**config.mk**
```make
export PLATFORM = sky130hd
export DESIGN_NAME = uart_rcv
export DESIGN_NICKNAME = d
export VERILOG_FILES = /design/src/rtl/uart_rcv.sv
export SDC_FILE = /design/constraint.sdc
export NUM_CORES = 1
export LEC_CHECK = 0
export ABC_AREA = 1
export CORE_MARGIN = 5
export CORE_UTILIZATION = 40
export DETAILED_ROUTE_END_ITERATION = 7
export REMOVE_ABC_BUFFERS = 1
export SYNTH_ARGS = -nofsm -noshare
export SYNTH_HDL_FRONTEND = slang
export SYNTH_SLANG_ARGS = --single-unit
```
**constraint.sdc**
```tcl
create_clock -name clk -period 1.7 [get_ports clk]
set_clock_uncertainty 0.2 [all_clocks]
set_input_delay 0.17 -clock clk [delete_from_list [all_inputs] [get_ports clk]]
set_output_delay 0.17 -clock clk [all_outputs]
set_load 0.05 [all_outputs]
```
**src/rtl/uart_rcv.sv**
```systemverilog
// uart_rcv: 8N1 UART receiver feeding the Segway authentication block.
// The serial line is double-synchronized, each frame is sampled at
// mid-bit, and every completed byte is presented on rx_data with a
// sticky rdy flag.
//
// Optional build macro: UART_RCV_FRAME_CHK_EN.
//   Defined   : frm_err reports a bad (zero) stop bit, and such frames
//               update rx_data without setting rdy.
//   Undefined : frm_err is tied low, and every completed frame sets rdy.
//
// Handshake: rdy is a sticky "byte available" level. It rises one clock
// after the mid-stop-bit sample. It falls on the clock after clr_rdy is
// high, or when a new start edge is accepted. When completion and a clear
// land on the same clock, completion wins.
module uart_rcv #(
  parameter int BAUD_DIV = 5208
) (
  input  logic       clk,
  input  logic       rst_n,
  input  logic       RX,
  input  logic       clr_rdy,
  output logic [7:0] rx_data,
  output logic       rdy,
  output logic       frm_err
);

  localparam logic [15:0] HALF_DIV    = 16'(BAUD_DIV / 2);
  localparam logic [15:0] BAUD_RELOAD = 16'(BAUD_DIV - 1);

  typedef enum logic {
    IDLE = 1'b0,
    RCV  = 1'b1
  } state_t;

  state_t      state;
  state_t      nxt_state;

  logic        rx_meta;
  logic        rx_s;
  logic        rx_q;
  logic [15:0] baud_cnt;
  logic [3:0]  bit_cnt;
  logic [8:0]  shift;
  logic        cmplt;

  logic        fall;
  logic        start;
  logic        sample;
  logic        false_start;
  logic        last_sample;
  logic        set_rdy;

  // Two-flop synchronizer plus one delay flop for falling-edge detection;
  // all three reset high so the line reads idle.
  always_ff @(posedge clk or negedge rst_n) begin
    if (!rst_n) begin
      rx_meta <= 1'b1;
      rx_s    <= 1'b1;
      rx_q    <= 1'b1;
    end else begin
      rx_meta <= RX;
      rx_s    <= rx_meta;
      rx_q    <= rx_s;
    end
  end

  assign fall        = rx_q & ~rx_s;
  assign sample      = (state == RCV) && (baud_cnt == 16'd0);
  assign false_start = sample && (bit_cnt == 4'd0) && rx_s;
  assign last_sample = sample && (bit_cnt == 4'd9);

  // State register.
  always_ff @(posedge clk or negedge rst_n) begin
    if (!rst_n) state <= IDLE;
    else        state <= nxt_state;
  end

  // Next-state logic: IDLE waits for a start edge; RCV leaves on a false
  // start or straight after the stop-bit sample, so a following start edge
  // half a bit later is seen with no dead time.
  always_comb begin
    nxt_state = state;
    start     = 1'b0;
    case (state)
      IDLE: begin
        if (fall) begin
          nxt_state = RCV;
          start     = 1'b1;
        end
      end
      RCV: begin
        if (false_start || last_sample) nxt_state = IDLE;
      end
      default: nxt_state = IDLE;
    endcase
  end

  // Baud and bit counters plus the shift register.
  always_ff @(posedge clk or negedge rst_n) begin
    if (!rst_n) begin
      baud_cnt <= 16'd0;
      bit_cnt  <= 4'd0;
      shift    <= 9'd0;
    end else if (start) begin
      baud_cnt <= HALF_DIV;
      bit_cnt  <= 4'd0;
    end else if (state == RCV) begin
      if (baud_cnt == 16'd0) begin
        baud_cnt <= BAUD_RELOAD;
        if (!false_start) begin
          shift   <= {rx_s, shift[8:1]};
          bit_cnt <= bit_cnt + 4'd1;
        end
      end else begin
        baud_cnt <= baud_cnt - 16'd1;
      end
    end
  end

  // Completion strobe: one clock after the stop-bit sample.
  always_ff @(posedge clk or negedge rst_n) begin
    if (!rst_n) cmplt <= 1'b0;
    else        cmplt <= last_sample;
  end

`ifdef UART_RCV_FRAME_CHK_EN
  assign set_rdy = cmplt & shift[8];

  // Frame error tracks the stop bit of the most recent completed frame.
  always_ff @(posedge clk or negedge rst_n) begin
    if (!rst_n)     frm_err <= 1'b0;
    else if (cmplt) frm_err <= ~shift[8];
  end
`else
  logic unused_stop;
  assign unused_stop = shift[8];
  assign set_rdy     = cmplt;
  assign frm_err     = 1'b0;
`endif

  // Output byte and sticky ready flag; completion takes priority over
  // both clear sources.
  always_ff @(posedge clk or negedge rst_n) begin
    if (!rst_n) begin
      rx_data <= 8'h00;
      rdy     <= 1'b0;
    end else begin
      if (cmplt) rx_data <= shift[7:0];
      if (set_rdy)               rdy <= 1'b1;
      else if (clr_rdy || start) rdy <= 1'b0;
    end
  end

endmodule

```
=== Word-level counts from Yosys, hierarchy flattened ===
Index checks and enable logic that the tools add are counted.

* $add $sub $neg: 2
* Eq/ne operators: 2
* Mux-type cells: 13
* Bitwise logic cells: 5
* Reduce and logical (&&, ||, !) cells: 13

{| class="wikitable"
|+ Operator list
! operator !! number
|-
| $mux 16 || 3
|-
| $logic_not 16->1 || 1
|-
| $mux 4 || 4
|-
| $sub 16x1->16 const B || 1
|-
| $reduce_bool 2->1 || 3
|-
| $mux 1 || 5
|-
| $add 4x1->4 const B || 1
|-
| $eq 4x4->1 const B || 1
|-
| $logic_and 1x1->1 || 4
|-
| $logic_not 4->1 || 1
|-
| $not 1->1 || 4
|-
| $reduce_and 4->1 || 1
|-
| $reduce_and 3->1 || 1
|-
| $logic_or 1x1->1 || 2
|-
| $ne 2x2->1 const B || 1
|-
| $pmux 1 s2 || 1
|-
| $and 1x1->1 || 1
|}

* Register bits: 43
* Input bits: 4
* Output and inout port bits: 10
* Word-level logic and storage cells: 45

=== Longest topological paths before layout ===
* Word-level depth: 8
* Depth in mapped cells: 11
* Depth with buffers taken out: 11

=== Worst setup path after synthesis ===
No wires, ideal clock.

* Kind: flip-flop to flip-flop
* Start: register baud_cnt[0]
* End: register shift[0]
* Setup time: 0.117 ns
* Data arrival time: 1.380 ns
* Data required time: 1.383 ns
* Slack: 0.003 ns
* Stages on the path, launching flop included: 12
* Path buffers: 0
* Period minus slack after synthesis: 1.697 ns
* Cell sequence: dfrtp_1 > inv_1 > ha_1 > inv_1 > nor2_1 > nand2_1 > nor2_4 > nand3_4 > nor2_4 > inv_1 > nand2_1 > nand2_1

* Cells in the longest elaborated chain, start to end: 6

{| class="wikitable"
|+ Ends and longest elaborated chain
! what !! RTL line !! source
|-
| start, declared || 41 || <nowiki>logic [15:0] baud_cnt;</nowiki>
|-
| start signal, assigned || 115 || <nowiki>baud_cnt <= baud_cnt - 16'd1;</nowiki>
|-
| $logic_not 16->1 * || 68, 108 ||
|-
| $logic_and 1x1->1 || 68 || <nowiki>assign sample = (state == RCV) && (baud_cnt == 16'd0);</nowiki>
|-
| $logic_and 1x1->1 (2 in a row) || 69 || <nowiki>assign false_start = sample && (bit_cnt == 4'd0) && rx_s;</nowiki>
|-
| $not 1->1 (no source line) || - ||
|-
| $reduce_and 4->1 (no source line) * || - ||
|-
| end signal, assigned || 111 || <nowiki>shift <= {rx_s, shift[8:1]};</nowiki>
|-
| end, declared || 43 || <nowiki>logic [8:0] shift;</nowiki>
|}

Every way passes the cells marked *; elsewhere a longest branch is shown, timed or not.
A chain may end at the register's enable or synchronous reset.

=== Final worst setup path ===
* Start: register baud_cnt[0]
* End: register shift[6]

The elaborated chain is that of the path after synthesis.

==> impl_metrics.toml <==
[outcome]
status = "finished with violations"
violations = "negative setup slack"

[run]
cap_violations = 0

[synthesis]
synth_seq_cells = 43
synth_edf_count = 0
synth-seq-area-share_pct = 50.38
yosysWarnings = 0
yosysTopAreaCell = "dfrtp_1"
yosys.area.top_type_share_pct = 46.70
synth_cell_types = 27
synth-async-reset-ratio_pct = 100.0
yosysMostFrequentCell = "nand2_1"
syn_inst = 265
synth_commonest_cells = "nand2_1, dfrtp_1, nor2_1"
synthTopCellsByArea = "dfrtp_1, nand2_1, nor2_1"
netlist_area_mm2 = 0.002143
synthFlopType = "dfrtp_1"
syn_area_per_cell_um2 = 8.088

[routing]
vias = 1781
firstDrtPassIters = 4
drt_iter0_drc = 85
vias_per_cell = 4.662
ant_nets = 0
drcViolationCount = 0
wl_um = 4632
wire_per_inst_um = 12.13

[setup_path]
critPathRequiredTime_ps = 1730
reg2reg_to = "shift[6]$_DFFE_PN0P_"
worstSetupPathType = "reg -> reg"
rr_worst_depth = 11
reg2reg_slack_ps = -50
crit_chain = "inv_2 > ha_4 > inv_2 > nor2_2 > nand2_2 > nor2_4 > nand3_4 > nor2_4 > buf_6 > nand2_1 > nand2_1"
cp.arrival_ps = 1790
cp_max_fo = 5
r2r_start = "baud_cnt[0]$_DFFE_PN0P_"
crit_path_max_incr_delay_ps = 390
end_kind = "flop"
slowest_stage = "dfrtp_1"
cp-start-kind = "flop"

[floorplan]
fp-row-count = 26
start_util_pct = 41.44
die_height_um = 83.20
core_mm2 = 0.005172
die-area_mm2 = 0.006922
io_pins = 14
die_w_um = 83.20

[global_route]
grt_pass1_vias = 1737
grt_usage_pct = 14.30
antenna_found_initial = 0
grt_pass1_wl_um = 8100
grt_overflow = 0
grt_max_degree = 27

[sta]
drv_slew = 0
setup_viol = 13
tns_ps = -272.7
fmax_mhz = 570.6
fin_crit_sh_pct = 103.1
hold_viol = 0
rsz0062_at_grt = "yes"
fin_crit_ps = 1752
worst_slack_ps = -52.40

[clock_tree]
cts_buffers = 5
ctsHtreeMaxLevel = 2
insertion_delay_ps = 300
clk_pin_slew_ps = 80
clock_path_buffers = 2
cts_tree = "yes"
root_buffer = "clkbuf_8"
clock-sinks = 43

[final_layout]
nNetsFinal = 320
finish.utilization_pct = 53.10
layout-drive-gt1-share_pct = 27.56
syn_to_final_growth_pct = 28.14
finalNonFillerCells = 382
diodes = 0

[power]
leakage_nw = 1.441
power_density_mw_per_mm2 = 1238
ir_drop_uv = 498.1

[hold_path]
min_path_type = "in -> reg"
hold_path_startpoint = "RX"
hold-path-endpoint = "rx_meta$_DFF_PN1_"
worst_hold_path.num_cells = 1

[placed_design]
place.gp.congestion = 0.8451
dp_hpwl_um = 3371
preCtsSetupSlack_ps = -82.93
placed_cells = 367
io_buffer_count = 12
layer usage:
layer | global-route usage [%] | vias to the layer above | share of wire [%]
li1 | - | 920 | -
met5 | 0 | - | 0
met4 | 3.863 | 0 | 0.65
met1 | 19.94 | 844 | 50
met2 | 22.16 | 15 | 47
met3 | 3.465 | 2 | 2.4
state kept, by name, summed over array words and instances, names as in the netlist:
signal and cells:
baud_cnt 16, shift 9, rx_data 8, bit_cnt 4, cmplt 1, rdy 1, rx_meta 1, rx_q 1
rx_s 1, state 1
cell usage in the layout, fill, tap and decap left out, types with 2 or more instances in the layout:
cell type         n
nand2_4           2
buf_6             3
nand3_2           2
inv_4             2
nor2_4            5
nand2_2          10
clkdlybuf4s50_1   2
buf_4            36
o21bai_1          2
nor2_1           26
nand3b_1          2
nand4_1           5
a21oi_1           4
o21ai_0           7
nand2_1          85
xor2_1            4
o211ai_1          2
dfstp_2           3
clkbuf_8          5
inv_2             4
dfrtp_1          40
nand3_1          15
ha_4              2
ha_1              3
nor2_2            6
inv_1            21
nor3_1            2
layout make-up:
type,instances,area (µm²)
fill,481,2426
sequential,43,1080
multi-input combinational,189,999.7
timing repair buffer,44,359.1
inverter,28,110.1
tap,70,87.58
clock buffer,6,72.57
clock inverter,2,37.54
cell families (layout without fill, tap and decap cells):
| group | count (synthesis) | count (layout) | share of synthesized area (%) |
|---|---|---|---|
| AOI/OAI and AO/OA | 17 | 17 | 4.612 |
| buffers and inverters | 33 | 80 | 6.480 |
| adders and majority gates | 5 | 5 | 2.919 |
| xor gates and xnor gates | 4 | 4 | 1.634 |
| and+or+nand+nor | 162 | 162 | 33.80 |
| other | 1 | 1 | 0.1750 |
| DFF | 43 | 43 | 50.38 |
worst max-delay path by stage:
stage	start	endpoint	cells after the start
CTS	baud_cnt[0]$_DFFE_PN0P_	shift[6]$_DFFE_PN0P_	11
global placement	baud_cnt[1]$_DFFE_PN0P_	bit_cnt[0]$_DFFE_PN0P_	11
global route	baud_cnt[0]$_DFFE_PN0P_	shift[8]$_DFFE_PN0P_	11
finish	baud_cnt[0]$_DFFE_PN0P_	shift[6]$_DFFE_PN0P_	11
floorplan	baud_cnt[0]$_DFFE_PN0P_	shift[0]$_DFFE_PN0P_	11
detailed placement	baud_cnt[1]$_DFFE_PN0P_	bit_cnt[2]$_DFFE_PN0P_	11
timing repair:
item	4_1_cts	5_1_grt
endpoints found under the hold margin	42	0
hold buffers	1	0
gates resized for setup	9	22
setup buffers	2	4
endpoints found under the setup margin	18	28
pin swaps	5	12
power breakdown:
group / switching, W / internal, W / leakage [nW]
Sequential: 0.000206 / 0.00121 / 0.563
Combinational: 0.000668 / 0.000520 / 0.827
Clock: 0.000359 / 0.000439 / 0.0514
Total: 0.00123 / 0.00217 / 1.44
metrics by stage:
step	cell area, µm²	hold slack [ps]	power (W)
finish	2746	79.34	0.003401
global route	2746	62.87	0.003688
CTS	2646	73.38	0.003324
detailed placement	2490	-68.42	0.002492
global placement	2490	-69.05	0.002468
floorplan	2110	-325.6	0.002078
critical path, delay by kind of cell (launching register included):
family        cells  cell delay [ps]
simple gates      7              730
buf+inv           3              260
fa+ha+maj         1              130
flops             1              390
Power figures use the tool's default switching activity.
